**src/rtl/cpu_step_ctrl.sv**
```systemverilog
// cpu_step_ctrl: gates the free-running clk into a one-cycle CPU tick enable.
// Supports free-run (optionally divided), halt, single-step and a bounded run
// that parks in DONE once MAX_CYCLES ticks have been retired.
//
// state    | meaning
// ---------+------------------------------------------------------------
// S_HALTED | idle, no ticks; waits for run or a rising edge on step
// S_RUN    | free-run, one tick every DIV cycles
// S_STEP   | single tick, lasts exactly one cycle, then back to S_HALTED
// S_DONE   | tick limit reached; absorbing until reset
module cpu_step_ctrl #(
  parameter int DIV        = 1,
  parameter int CNT_W      = 32,
  parameter int MAX_CYCLES = 0
) (
  input  logic             clk,
  input  logic             reset_n,
  input  logic             run,
  input  logic             halt,
  input  logic             step,
  output logic             cpu_en,
  output logic [CNT_W-1:0] cycle_count,
  output logic             running,
  output logic             done
);

  localparam int               PW      = (DIV > 1) ? $clog2(DIV) : 1;
  localparam logic [PW-1:0]    PRE_TOP = PW'(DIV - 1);
  localparam logic [CNT_W-1:0] LIMIT   = CNT_W'(MAX_CYCLES);
  localparam bit               LIMITED = (MAX_CYCLES > 0);

  typedef enum logic [1:0] {S_HALTED, S_RUN, S_STEP, S_DONE} state_t;

  state_t           state;
  logic [PW-1:0]    prescaler;
  logic             step_q;
  logic             step_rise;
  logic [CNT_W-1:0] count_inc;
  logic             limit_hit;

  assign step_rise = step & ~step_q;
  assign count_inc = cycle_count + CNT_W'(1);
  // The tick that lands cycle_count on the limit wins over every input.
  assign limit_hit = LIMITED && cpu_en && (count_inc == LIMIT);

  // Outputs are decoded purely from registers; no input reaches them combinationally.
  assign cpu_en  = ((state == S_RUN) && (prescaler == PRE_TOP)) || (state == S_STEP);
  assign running = (state == S_RUN);
  assign done    = (state == S_DONE);

  // Step edge detector: remembers last cycle's step level.
  always_ff @(posedge clk or negedge reset_n) begin
    if (!reset_n) step_q <= 1'b0;
    else          step_q <= step;
  end

  // Retired-tick counter; freezes naturally in DONE because cpu_en is low there.
  always_ff @(posedge clk or negedge reset_n) begin
    if (!reset_n)    cycle_count <= '0;
    else if (cpu_en) cycle_count <= count_inc;
  end

  // Sequencing FSM with the RUN-mode prescaler.
  always_ff @(posedge clk or negedge reset_n) begin
    if (!reset_n) begin
      state     <= S_HALTED;
      prescaler <= '0;
    end else if (limit_hit) begin
      state     <= S_DONE;
      prescaler <= '0;
    end else begin
      case (state)
        S_HALTED: begin
          if (halt) begin
            state <= S_HALTED;
          end else if (run) begin
            state     <= S_RUN;
            prescaler <= '0;
          end else if (step_rise) begin
            state <= S_STEP;
          end
        end
        S_RUN: begin
          if (halt || !run) begin
            state     <= S_HALTED;
            prescaler <= '0;
          end else if (prescaler == PRE_TOP) begin
            prescaler <= '0;
          end else begin
            prescaler <= prescaler + PW'(1);
          end
        end
        S_STEP:  state <= S_HALTED;
        S_DONE:  state <= S_DONE;
        default: state <= S_HALTED;
      endcase
    end
  end

endmodule

```
**config.mk**
```make
export PLATFORM = sky130hd
export DESIGN_NAME = cpu_step_ctrl
export DESIGN_NICKNAME = d
export VERILOG_FILES = /design/src/rtl/cpu_step_ctrl.sv
export SDC_FILE = /design/constraint.sdc
export NUM_CORES = 1
export LEC_CHECK = 0
export ABC_AREA = 1
export CORE_AREA = 10 10 72 74
export DETAILED_ROUTE_END_ITERATION = 10
export DIE_AREA = 0 0 82 84
export GPL_ROUTABILITY_DRIVEN = 0
export PLACE_DENSITY = 0.8
export SYNTH_ARGS = -nofsm -noshare
export SYNTH_HDL_FRONTEND = slang
export SYNTH_SLANG_ARGS = --single-unit
```
**constraint.sdc**
```tcl
create_clock -name clk -period 3.3 [get_ports clk]
set_input_delay 0.33 -clock clk [delete_from_list [all_inputs] [get_ports clk]]
set_output_delay 0.33 -clock clk [all_outputs]
set_load 0.01 [all_outputs]
```
==> key figures <==
Global route
  • First-pass GRT wire length: 8349 um
  • Met2 Usage GRT: 23.40%
  • GR Layer Usage met3: 5.065%
  • Largest net degree at the start of global routing: 36
  • Total GRT Usage: 15.03%
  • Grt total ovfl: 0
  • Vias in the first global route: 1,817
  • Top Usage Layer GRT: met2
  • Antenna violations before repair: 0
  • M1 GR Usage: 17.91%

Placement
  • PortBufs: 39
  • Placed instance count: 340
  • DP Wirelength: 3548 um

Route
  • Drt first pass iters: 4
  • Final ANT Viol Nets: 0
  • DRC violation total after the first TritonRoute iteration: 130
  • DR vias: 1,766
  • DRT Wirelength: 4708 um
  • Vias per cell: 5.075
  • Post-route DRC: 0
  • DR WL/cell: 13.53 um

Floorplanning
  • Die extent in x: 82 um
  • Row count: 23
  • Boundary pin count: 40
  • Die area: 0.006888 mm2
  • Initial cell density of the core: 52.40%
  • Core ar.: 0.003856 mm2
  • Vert. Die Dim: 84 um

Worst setup path
  • Worst Path Required: 2.97 ns
  • Crit path capture type: primary output
  • Crit-path max FO: 11
  • Worst Path Arrival: 1.90 ns
  • Startpoint types: register
  • Critical path class: register to primary output

Power
  • Power Internal: 0.5788 mW
  • Seq pwr share: 57.2%
  • Pleak: 1.224 nW
  • PwrDens: 293.5 mW/mm2
  • Comb power frac: 2.0%
  • Max VDD drop: 0.0001908 V
  • Sw Ratio: 22.90%
  • NetSw: 0.1719 mW
  • Clk pwr share: 40.8%

Final layout
  • Layout Cells excl Fill: 348
  • Final nets: 306
  • Post-Route Utilization: 66.32%
  • Antenna Cells: 0
  • Synth-to-layout area growth: 26.56%
  • Layout cells sized above 1: 8.389%
  • Fillers: 342

Logic synthesis
  • Mapped cell area: 0.002021 mm2
  • Xor and xnor area share after synthesis: 7.802%
  • YS warnings: 0
  • Synth Register Bits: 35
  • Post-Synth Simple-Gate Area: 36.97%
  • Post-Syn Instances: 251
  • Async SR Flop Fraction: 100.0%
  • Synth area leader: dfrtp_1
  • Most used DFF post-synth: dfrtp_1
  • Ranking of synthesized cells by area: dfrtp_1 43%, nand2_1 12%, inv_1 7.2%
  • Mean Syn Cell Area: 8.051 um2
  • Post-synthesis mux area share: 0%
  • Sequential share of the synthesized area: 43.34%
  • Cell variety after synth: 23
  • Most frequent cell after synthesis: nand2_1
  • Post-Synth Adder-Cell Area: 2.477%
  • Synth Area in Compound Gates: 1.796%
  • Largest family of logic cells by synthesized area: simple AND/OR/NAND/NOR gates
  • Syn Nets: 260
  • EDFF count, synth: 0
  • Synth cell count leaders: 67 x nand2_1, 39 x inv_1, 35 x dfrtp_1, 24 x nand3_1, 24 x nor2_1
  • Synth top area share: 43.34%

Clock tree
  • Clock latency on the worst-skew pair: 0.29 ns
  • Hold Buf Count CTS: 0
  • CTS Sinks: 35
  • TritonCTS Buffers: 5
  • CTS tree: yes
  • Clk root buf: clkbuf_8
  • Clock transition at path regs: 0.07 ns
  • H-tree depth: 2
  • Clock tree buffer depth: 2
  • Post-CTS Setup Inserts: 0
  • Post-CTS Resized: 0

STA
  • Slew headroom: 70.30%
  • Period minus WS final: 2.229 ns
  • RSZ-0062 raised after global routing: false
  • Final Hold Viols: 0
  • Final Setup Violations: 0
  • Tcrit/Tclk final: 67.53%
  • Total Neg Setup Slack: 0 ns
  • Least-Margin Pin Slew: 0.4455 ns
  • Final Slew Violations: 0
  • F_max: 448.7 MHz
  • Clk_skew: 0.003630 ns

Job
  • Max-cap violations: 0

Status
  • Outcome: completed

Hold path
  • Worst min path class: input pin to asynchronous set/reset pin
==> power by group through the flow <==
stage | clock (mW) | sequential [mW] | combinational, mW
6_report | 0.306 | 0.429 | 0.0148
5_1_grt | 0.323 | 0.429 | 0.0173
4_1_cts | 0.307 | 0.429 | 0.0157
3_5_place_dp | 0 | 0.438 | 0.0155
3_3_place_gp | 0 | 0.438 | 0.0154
2_1_floorplan | 0 | 0.438 | 0.000580
==> final timing paths <==
check | start | endpoint | slack, ns | depth (start not counted)
setup / recovery | state[0] | cpu_en | 1.07 | 3
hold / removal | reset_n | cycle_count[22] | 0.44 | 2
setup reg to reg | state[0] | cycle_count[17] | 1.40 | 8
hold reg to reg | cycle_count[13] | cycle_count[13] | 0.53 | 1
max in group asynchronous | reset_n | cycle_count[6] | 2.54 | 2
min in group clk | step | step_q | 0.50 | 1
==> final cells by class <==
cell class | instances | area (um2) | share of cell area [%]
clock buffer | 5 | 68.82 | 2.691
tap | 50 | 62.56 | 2.446
multi-input combinational | 176 | 991.0 | 38.75
timing repair buffer | 40 | 397.9 | 15.56
sequential | 35 | 875.8 | 34.25
inverter | 39 | 146.4 | 5.724
clock inverter | 3 | 15.01 | 0.5871
==> placed cells by master (no fill, tap or decap), drive strengths merged, types with 2 or more instances in the layout <==
| cell | count |
|---|---|
| dfrtp | 35 |
| nand4 | 9 |
| clkbuf | 5 |
| nand3 | 28 |
| nor3 | 4 |
| nor2 | 33 |
| nand3b | 5 |
| nand2 | 68 |
| ha | 4 |
| o21ai | 2 |
| inv | 39 |
| xnor2 | 7 |
| a21oi | 2 |
| xor2 | 11 |
| clkdlybuf4s50 | 39 |
| clkinv | 3 |
==> routing by layer <==
layer | part of all wire (%) | vias up
met5 | 0 | -
met1 | 43 | 830
met4 | 2.4 | 0
li1 | - | 881
met2 | 47 | 43
met3 | 7.3 | 12
==> sequential cells by signal, indices dropped and copies added (netlist names) <==
register     cells
cycle_count     32
state            2
step_q           1
==> cell families (layout without fill, tap and decap cells) <==
family	count (synthesis)	in the layout
AOI/OAI and AO/OA	6	6
adders and majority gates	4	4
and+or+nand+nor	148	148
xor gates and xnor gates	18	18
DFF	35	35
buffers and inverters	40	87
==> critical path, cell delays in order, from the launching register on <==
cell and delay, ns:
dfrtp_1 0.38, inv_1 0.07, ha_1 0.53, clkdlybuf4s50_1 0.63
==> per-stage QoR <==
| step | power [mW] | worst slack, ns | hold WS, ns | cell area (um2) |
|---|---|---|---|---|
| after floorplan | 0.4384 | 1.672 | 0.03441 | 2021 |
| after global placement | 0.4531 | 1.428 | 0.5080 | 2474 |
| after detailed placement | 0.4533 | 1.376 | 0.5090 | 2474 |
| after CTS | 0.7526 | 1.062 | 0.4643 | 2557 |
| after global routing | 0.7693 | 0.9831 | 0.5060 | 2557 |
| final | 0.7507 | 1.071 | 0.4416 | 2557 |
Note: power is estimated with default switching activity, not from simulation.
